==> config.mk <==
export PLATFORM = sky130hd
export DESIGN_NAME = ram_stream_reader
export DESIGN_NICKNAME = d
export VERILOG_FILES = /design/src/rtl/ram_stream_reader.sv
export SDC_FILE = /design/constraint.sdc
export NUM_CORES = 1
export LEC_CHECK = 0
export ABC_CLOCK_PERIOD_IN_PS = 5500
export CORE_MARGIN = 3
export CORE_UTILIZATION = 56
export CTS_BUF_LIST = sky130_fd_sc_hd__clkbuf_8
export CTS_CLUSTER_SIZE = 16
export DETAILED_ROUTE_END_ITERATION = 16
export GPL_TIMING_DRIVEN = 0
export PLACE_DENSITY = 0.87
export REMOVE_ABC_BUFFERS = 1
export SETUP_SLACK_MARGIN = 0.1
export SLEW_MARGIN = 20
export SYNTH_ARGS = -nofsm -noshare
export SYNTH_HDL_FRONTEND = slang
export SYNTH_SLANG_ARGS = --single-unit
==> constraint.sdc <==
create_clock -name rdclk -period 5.5 [get_ports rdclk]
set_input_delay 1.375 -clock rdclk [delete_from_list [all_inputs] [get_ports rdclk]]
set_output_delay 1.375 -clock rdclk [all_outputs]
set_load 0.02 [all_outputs]
==> src/rtl/ram_stream_reader.sv <==
// rtl/ram_stream_reader.sv - read sequencer for a message RAM with a 2-entry skid FIFO
//
// Walks a block of consecutive RAM addresses on a start command, issues one
// read per word, absorbs the RAM's 1-cycle registered read latency and
// delivers the words in address order on a valid/ready stream.
//
// Ports:
//   rdclk, rst          clock (RAM read clock), synchronous active-high reset
//   start, base_addr,   command strobe (sampled in IDLE only), first address,
//   len                 word count (0..MEMDEPTH)
//   busy, done, err     command in progress, completion pulse, reject pulse
//   RA, rd_in           RAM read address and read enable
//   ram_dout            RAM data, valid the cycle after rd_in
//   m_data, m_valid,    output stream
//   m_ready
//
// Build option: RSR_WRAP_EN - when defined, a block running past MEMDEPTH-1
// wraps to address 0; when undefined such a command is rejected with err.

module ram_stream_reader #(
   parameter int WIDTH        = 6,
   parameter int ADDRESSWIDTH = 9,
   parameter int MEMDEPTH     = 512,
   parameter int LENWIDTH     = 10
) (
   input  logic                    rdclk,
   input  logic                    rst,
   input  logic                    start,
   input  logic [ADDRESSWIDTH-1:0] base_addr,
   input  logic [LENWIDTH-1:0]     len,
   output logic                    busy,
   output logic                    done,
   output logic                    err,
   output logic [ADDRESSWIDTH-1:0] RA,
   output logic                    rd_in,
   input  logic [WIDTH-1:0]        ram_dout,
   output logic [WIDTH-1:0]        m_data,
   output logic                    m_valid,
   input  logic                    m_ready
);

   typedef enum logic [1:0] {S_IDLE, S_READ, S_DRAIN} state_t;

   state_t state, state_nxt;

   logic [ADDRESSWIDTH-1:0] addr;
   logic [ADDRESSWIDTH-1:0] ra_hold;
   logic [LENWIDTH-1:0]     remaining;
   logic                    inflight;
   logic [1:0]              count;
   logic                    wr_ptr, rd_ptr;
   logic [WIDTH-1:0]        fifo_mem [2];
   logic                    done_cmd, err_cmd;
   logic                    pop, push, drain_done;
   logic                    len_zero, len_bad, span_bad, cmd_ok;
   logic [2:0]              occ;

   assign len_zero = (len == '0);
   assign len_bad  = (len > LENWIDTH'(MEMDEPTH));

`ifdef RSR_WRAP_EN
   assign span_bad = 1'b0;
`else
   localparam int SW = ((ADDRESSWIDTH > LENWIDTH) ? ADDRESSWIDTH : LENWIDTH) + 1;
   logic [SW-1:0] span_end;
   assign span_end = SW'(base_addr) + SW'(len);
   assign span_bad = (span_end > SW'(MEMDEPTH));
`endif

   assign cmd_ok = !len_zero && !len_bad && !span_bad;

   assign push    = inflight;
   assign pop     = m_valid && m_ready;
   assign m_valid = (count != 2'd0);
   assign m_data  = fifo_mem[rd_ptr];

   // Only finish once nothing is queued and no RAM word is still on its way.
   assign drain_done = (state == S_DRAIN) && !inflight && (count == 2'd0);

   // State register
   always_ff @(posedge rdclk) begin
      if (rst) state <= S_IDLE;
      else     state <= state_nxt;
   end

   // Next-state logic
   always_comb begin
      state_nxt = state;
      case (state)
         S_IDLE:  if (start && cmd_ok) state_nxt = S_READ;
         S_READ:  if (rd_in && (remaining == LENWIDTH'(1))) state_nxt = S_DRAIN;
         S_DRAIN: if (drain_done) state_nxt = S_IDLE;
         default: state_nxt = S_IDLE;
      endcase
   end

   // Output logic
   always_comb begin
      // Occupancy after this cycle's pop, counting the word still in the RAM;
      // issuing only below 2 keeps the 2-entry FIFO from overflowing.
      occ   = {1'b0, count} + {2'b00, inflight};
      rd_in = (state == S_READ) && (remaining != '0) &&
              ((occ - {2'b00, pop}) < 3'd2);
      RA    = rd_in ? addr : ra_hold;
      busy  = (state != S_IDLE);
      done  = done_cmd || drain_done;
      err   = err_cmd;
   end

   // Datapath: address walk, RAM capture, skid FIFO
   always_ff @(posedge rdclk) begin
      if (rst) begin
         addr        <= '0;
         ra_hold     <= '0;
         remaining   <= '0;
         inflight    <= 1'b0;
         count       <= 2'd0;
         wr_ptr      <= 1'b0;
         rd_ptr      <= 1'b0;
         fifo_mem[0] <= '0;
         fifo_mem[1] <= '0;
         done_cmd    <= 1'b0;
         err_cmd     <= 1'b0;
      end else begin
         done_cmd <= (state == S_IDLE) && start && len_zero;
         err_cmd  <= (state == S_IDLE) && start && !len_zero && (len_bad || span_bad);
         inflight <= rd_in;
         ra_hold  <= RA;

         if ((state == S_IDLE) && start && cmd_ok) begin
            addr      <= base_addr;
            remaining <= len;
         end else if (rd_in) begin
            // MEMDEPTH need not be a power of two, so wrap explicitly.
            addr      <= (addr == ADDRESSWIDTH'(MEMDEPTH - 1)) ? '0
                                                               : addr + ADDRESSWIDTH'(1);
            remaining <= remaining - LENWIDTH'(1);
         end

         if (push) begin
            fifo_mem[wr_ptr] <= ram_dout;
            wr_ptr           <= ~wr_ptr;
         end
         if (pop) rd_ptr <= ~rd_ptr;

         case ({push, pop})
            2'b10:   count <= count + 2'd1;
            2'b01:   count <= count - 2'd1;
            default: count <= count;
         endcase
      end
   end

endmodule
==> out/metrics.cfg, run 1 <==
[worst_setup_path]
cp_slowest_cell = clkdlybuf4s50_1
critPathTopFamily = buffers and inverters
required_ns = 4.12
crit_fanout = 26
critPathCaptureType = primary output
crit_chain = clkdlybuf4s50_1 > and2_1 > ha_1 > nand2b_1 > fa_1 > xnor2_1 > and3_4 > nand2_8 > inv_6 > clkdlybuf4s15_1
r2r_start = count[1]
cp-start-kind = input pin
crit_start = m_ready
critPathKind = input pin to primary output
critPathMaxStageDelay_ns = 0.45
cp.arrival_ns = 3.89
crit_buf_inv = 3

[synthesis]
synth-xor-area-share = 0.0383
netlist.area_leader.share = 0.237
yosys_warnings = 0
synth_simple_gate_area_share = 0.275
synth-seq-area-share = 0.350
synth_top_family_by_area = simple AND/OR/NAND/NOR gates
avgSynthCellArea_um2 = 8.73
muxShareOfSynthArea = 0.0340
ys.flop_type = dfxtp_1
yosysTopAreaCell = dfxtp_1
synthTopCellsByArea = dfxtp_1, edfxtp_1, ha_1
netlist_area_um2 = 3210
synthCells = 367
synth_enable_flop_cells = 12
synthTopCellsByCount = nand2_1, dfxtp_1, nor2_1
synth-seq-cells = 50
yosys.cell_count.top_type = nand2_1
synth_cell_types = 58
synth_compound_area_frac = 0.192
synthArstFlopShare = 0
synth_fa_ha_area_frac = 0.0710

[drt]
via_per_inst = 5.99
drt-pass1-iter-count = 5
drtAntennaViolNets = 0
avgRoutedWirePerCell_um = 14.8
drc = 0
via_count = 2844
wl_um = 7050
first_iter_violations = 158

[layout]
area_delta_synth_final_pct = 18.7
fin_nets = 450
diodes = 0
drive_above_1_share = 0.123
fin_area_um2 = 3800
final_core_util = 0.713
layout.cells.non_filler = 475

[clocking]
cts_buffers = 5
cts_tree = built
clock_latency_ns = 0.30
cts.sinks = 50
clkTransAtPathRegs_ns = 0.08
holdBufCountCts = 0
cts_buffer_depth = 2
h-tree-depth = 2
cts_root_buf = clkbuf_8

[timing]
min_period_ns = 5.26
slew_headroom = 0.327
worstMarginPinSlew_ns = 1.00
hold_viol_final = 0
setup_tns_ns = 0
skew_ns = 0.00431
timing.fmax_mhz = 190
slew_violations = 0
rsz0062_at_grt = yes
setup_violations = 0
min_period_over_period = 0.957

[place]
port_buffers = 48
place_area_um2 = 3690
dp.cells = 467
routabilityCongestion = 0.858
dp_hpwl_um = 5130

[global_routing]
grt_overflow = 0
grt_pass1_wl_um = 11300
grt_max_degree = 35
gr-usage-all-layers = 0.215
antenna_found_initial = 0
grt_pass1_vias = 2513

[floorplanning]
die_x_um = 81.7
die_h_um = 81.7
coreArea_um2 = 5340
start_util = 0.601
die-area_um2 = 6670
num_rows = 26
num_io_pins = 49

[job]
max_cap_viol_count = 0

[power_and_ir_drop]
powerDensity_nw_per_um2 = 263
total_power_mw = 1.00
vdd_drop_max_mv = 0.171
p_leak_nw = 1.45

[min_path]
hold_path.class = register to register
hold_path.startpoint = addr[8]

[status]
status = completed

-- what timing repair did --
action / 4_1_cts / 5_1_grt
setup endpoints to repair: 10 / 10
buffers inserted: 0 / 0
endpoints found under the hold margin: 0 / 0
gates resized for setup: 20 / 16
-- final timing paths --
check                  to  slack, ns  cells past startpoint
setup / recovery    rd_in       0.24                     10
hold / removal    addr[8]       0.51                      2
setup reg to reg  addr[7]       2.14                     12
hold reg to reg   addr[8]       0.51                      2
-- flip-flops by register name (all words and copies together), names as in the netlist, named ones only --
| signal | cells |
|---|---|
| addr | 9 |
| count | 2 |
| done_cmd | 1 |
| err | 1 |
| fifo_mem | 12 |
| inflight | 1 |
| ra_hold | 9 |
| rd_ptr | 1 |
| remaining | 10 |
| state | 2 |
| wr_ptr | 1 |
-- worst reg2reg max path, cell delays in order (launching register included) --
cell and delay (ns):
dfxtp_1 0.37, or2_2 0.33, and2_1 0.20, ha_1 0.27, nand2b_1 0.15, fa_1 0.39
xnor2_1 0.17, and3_4 0.28, nand2_8 0.15, nor2_1 0.36, a21oi_1 0.12, or4_1 0.41
o21ai_1 0.09
-- cell type report --
type	instances	area (um^2)
Clock buffer	5	68.8
Clock inverter	3	63.8
Fill cell	409	1530
Inverter	13	53.8
Multi-Input combinational cell	286	1980
Sequential cell	50	1120
Tap cell	70	87.6
Timing Repair Buffer	48	430
-- cells by family (layout without fill, tap and decap cells) --
logic type | Yosys count | count (layout)
buffers and inverters | 31 | 69
adders and majority gates | 17 | 17
xor gates and xnor gates | 14 | 14
DFF | 50 | 50
muxes | 10 | 10
AOI/OAI and AO/OA | 82 | 82
and+or+nand+nor | 163 | 163
-- layer usage --
| layer | wire length [um] | GRT usage | up-vias |
|---|---|---|---|
| met5 | 0 | 0 | - |
| met4 | 118 | 0.0764 | 0 |
| met3 | 389 | 0.0263 | 12 |
| met2 | 3410 | 0.366 | 90 |
| met1 | 3130 | 0.279 | 1322 |
| li1 | - | - | 1420 |
-- layout by cell type, fill, tap and decap left out, types with 11 or more instances in the layout --
cell | netlist | layout
nand2_1 | 40 | 39
a21oi_1 | 17 | 17
ha_1 | 15 | 15
and2_1 | 22 | 22
o21ai_0 | 11 | 11
clkdlybuf4s50_1 | 0 | 37
edfxtp_1 | 12 | 12
nor2b_1 | 11 | 11
inv_1 | 12 | 12
xnor2_1 | 12 | 12
dfxtp_1 | 38 | 38
nor2_1 | 25 | 24
-- metrics by stage --
step,worst slack (ns),hold slack (ns)
CTS,0.0944,0.515
floorplan,0.501,0.471
global route,0.0993,0.559
finish,0.236,0.513
detailed placement,-0.865,0.504
global placement,-0.806,0.492
-- report_power, final --
group / switching, mW / internal (mW) / total, mW / leakage [nW]
clock: 0.117 / 0.180 / 0.296 / 0.0658
combinational: 0.154 / 0.123 / 0.277 / 0.947
sequential: 0.0257 / 0.402 / 0.428 / 0.433
Note: power is estimated with default switching activity, not from simulation.
==> run 2, diff against run 1 <==
--- a/config.mk
+++ b/config.mk
@@ -5,16 +5,17 @@
 export SDC_FILE = /design/constraint.sdc
 export NUM_CORES = 1
 export LEC_CHECK = 0
-export ABC_CLOCK_PERIOD_IN_PS = 5500
+export ABC_CLOCK_PERIOD_IN_PS = 4500
 export CORE_MARGIN = 3
-export CORE_UTILIZATION = 56
+export CORE_UTILIZATION = 51
 export CTS_BUF_LIST = sky130_fd_sc_hd__clkbuf_8
 export CTS_CLUSTER_SIZE = 16
 export DETAILED_ROUTE_END_ITERATION = 16
 export GPL_TIMING_DRIVEN = 0
-export PLACE_DENSITY = 0.87
+export PLACE_DENSITY = 0.75
 export REMOVE_ABC_BUFFERS = 1
 export SETUP_SLACK_MARGIN = 0.1
+export SKIP_LAST_GASP = 1
 export SLEW_MARGIN = 20
 export SYNTH_ARGS = -nofsm -noshare
 export SYNTH_HDL_FRONTEND = slang
==> constraint.sdc (replaced) <==
create_clock -name rdclk -period 4.5 [get_ports rdclk]
set_input_delay 1.125 -clock rdclk [delete_from_list [all_inputs] [get_ports rdclk]]
set_output_delay 1.125 -clock rdclk [all_outputs]
set_load 0.02 [all_outputs]
==> out/metrics.cfg, run 2 (synthesis results as in run 1) <==
[status]
status = completed

[power_and_ir_drop]
p_leak_nw = 1.68  ; +16%
powerDensity_nw_per_um2 = 311  ; +18%
vdd_drop_max_mv = 0.218  ; +27%

[worst_setup_path]
r2r_start = count[1]
crit_fanout = 8  ; -69%
critPathCaptureType = primary output
cp.arrival_ns = 3.14  ; -0.75 ns
critPathKind = input pin to primary output
timing.rr.end = addr[1]
required_ns = 3.38  ; -0.74 ns
reg2reg_slack_ns = 1.31  ; -0.83 ns
reg2regPathDepth = 13  ; +1
cp-start-kind = input pin

[layout]
layout_common_cells = dfxtp_1, clkdlybuf4s50_1, nand2_1, nor2_1, and2_1
area_delta_synth_final_pct = 29.4
final_core_util = 0.692  ; -0.0208
seqCellArea_um2 = 1120  ; unchanged
fin_nets = 469  ; +4.2%
multi_input_area_um2 = 2110  ; +6.8%
fin_area_um2 = 4150  ; +9.0%
largest_register_ffs = 12  ; unchanged
top_register = fifo_mem
layout.cells.most_common = dfxtp_1
drive_above_1_share = 0.210  ; +0.0864
nFillCells = 473  ; +16%
reg_top3 = fifo_mem: 12 flops, remaining: 10 flops
diodes = 0  ; unchanged

[drt]
drtAntennaViolNets = 0  ; unchanged
first_iter_violations = 154  ; -2.5%
drt-pass1-iter-count = 4  ; -1
wl_um = 7840  ; +11%
drc = 0  ; unchanged
avgRoutedWirePerCell_um = 15.7  ; +5.9%
via_count = 2959  ; +4.0%
via_per_inst = 5.93  ; -0.96%

[timing]
hold_viol_final = 0  ; unchanged
worstMarginPinSlew_ns = 0.870  ; -0.132 ns
slew_violations = 0  ; unchanged
skew_ns = 0.00661  ; +0.00230 ns
setup_violations = 0  ; unchanged
slew_headroom = 0.415  ; +0.0879
rsz0062_at_grt = yes
timing.fmax_mhz = 234
min_period_over_period = 0.948
min_period_ns = 4.27

[global_routing]
grt_pass1_wl_um = 13200  ; +17%
gr-usage-all-layers = 0.221  ; +0.00594
antenna_found_initial = 0  ; unchanged
grt_pass1_vias = 2890  ; +15%
grt_overflow = 0  ; unchanged
grt_max_degree = 35  ; unchanged

[floorplanning]
num_rows = 28  ; +7.7%
die_h_um = 85.3  ; +4.4%
coreArea_um2 = 5990  ; +12%
num_io_pins = 49  ; unchanged
start_util = 0.535  ; -0.0658
die-area_um2 = 7270  ; +9.1%
die_x_um = 85.3  ; +4.4%

[place]
port_buffers = 48  ; unchanged
place_area_um2 = 3700  ; +0.24%
dp_hpwl_um = 5260  ; +2.4%
routabilityCongestion = 0.826  ; -3.7%

[min_path]
hold_path.startpoint = rd_ptr
hold_depth = 2  ; unchanged
min_to = rd_ptr
hold_path.class = register to register

[clocking]
h-tree-depth = 2  ; unchanged
clock_latency_ns = 0.30  ; about the same
clkTransAtPathRegs_ns = 0.09  ; about the same
cts_root_buf = clkbuf_8
cts_tree = built
cts_buffer_depth = 2  ; unchanged
cts.sinks = 50  ; unchanged
cts_buffers = 5  ; unchanged
holdBufCountCts = 0  ; unchanged

[job]
max_cap_viol_count = 0  ; unchanged

## run 2: changes by cell type in the layout (fill, tap and decap cells not counted), moves of 7 or more
cell	change
buf_4	+15
clkbuf_2	-9
buf_6	+8
nand2_2	+7
nand2_4	+9
nand2_1	-14
## run 2: final cells by class
cell class                      count  share of cell area
Timing Repair Buffer               63               0.147
Timing Repair inverter              1             0.00271
Sequential cell                    50               0.270
Multi-Input combinational cell    289               0.510
Tap cell                           75              0.0226
Clock buffer                        5              0.0166
Inverter                           13              0.0148
Clock inverter                      3              0.0166
## run 2: how the worst max path moves through the flow
stage | from | to
2_1_floorplan | m_ready | RA[0]
3_3_place_gp | m_ready | RA[8]
3_5_place_dp | m_ready | RA[8]
4_1_cts | len[0] | remaining[3]
5_1_grt | len[0] | remaining[4]
6_report | m_ready | RA[8]
## run 2: report_power, final
part / switching (mW) / total (mW) / internal [mW]
combinational: 0.215 / 0.387 / 0.172
sequential: 0.0352 / 0.527 / 0.492
clock: 0.152 / 0.375 / 0.223
total: 0.403 / 1.29 / 0.886
## run 2: timing repair
action | CTS | global route
gates cloned | 4 | 0
gates resized for setup | 93 | 0
buffers inserted | 6 | 9
setup endpoints to repair | 26 | 19
pin swaps | 17 | 2
## run 2: metal layers
| layer | up-vias | routed length, um | GRT usage | share of wire |
|---|---|---|---|---|
| met3 | 9 | 330 | 0.0369 | 0.042 |
| li1 | 1458 | - | - | - |
| met2 | 68 | 3910 | 0.371 | 0.50 |
| met1 | 1424 | 3500 | 0.291 | 0.45 |
| met5 | - | 0 | 0 | 0 |
| met4 | 0 | 97 | 0.0633 | 0.012 |
## run 2: worst max-delay path, stage by stage
cell and delay, ns:
dlygate4sd2_1 0.23, and2_4 0.14, ha_4 0.20, nand2b_4 0.14, fa_2 0.36, xnor2_1 0.17
and3_4 0.27, nand2_8 0.12, inv_12 0.14, nand2_4 0.05, nand2_2 0.09, buf_6 0.12
## run 2: stage by stage
stage                     setup TNS, ns  total power, mW  hold WS [ns]  cells  setup WS (ns)
final                                 0             1.29         0.536    499          0.234
after detailed placement         -19.20            0.858         0.507    472          -1.39
after floorplan                       0            0.749         0.471    349        0.00103
after global placement           -18.25            0.850         0.492    472          -1.34
after global routing                  0             1.36         0.572    499         0.0773
after CTS                             0             1.29         0.530    490          0.113
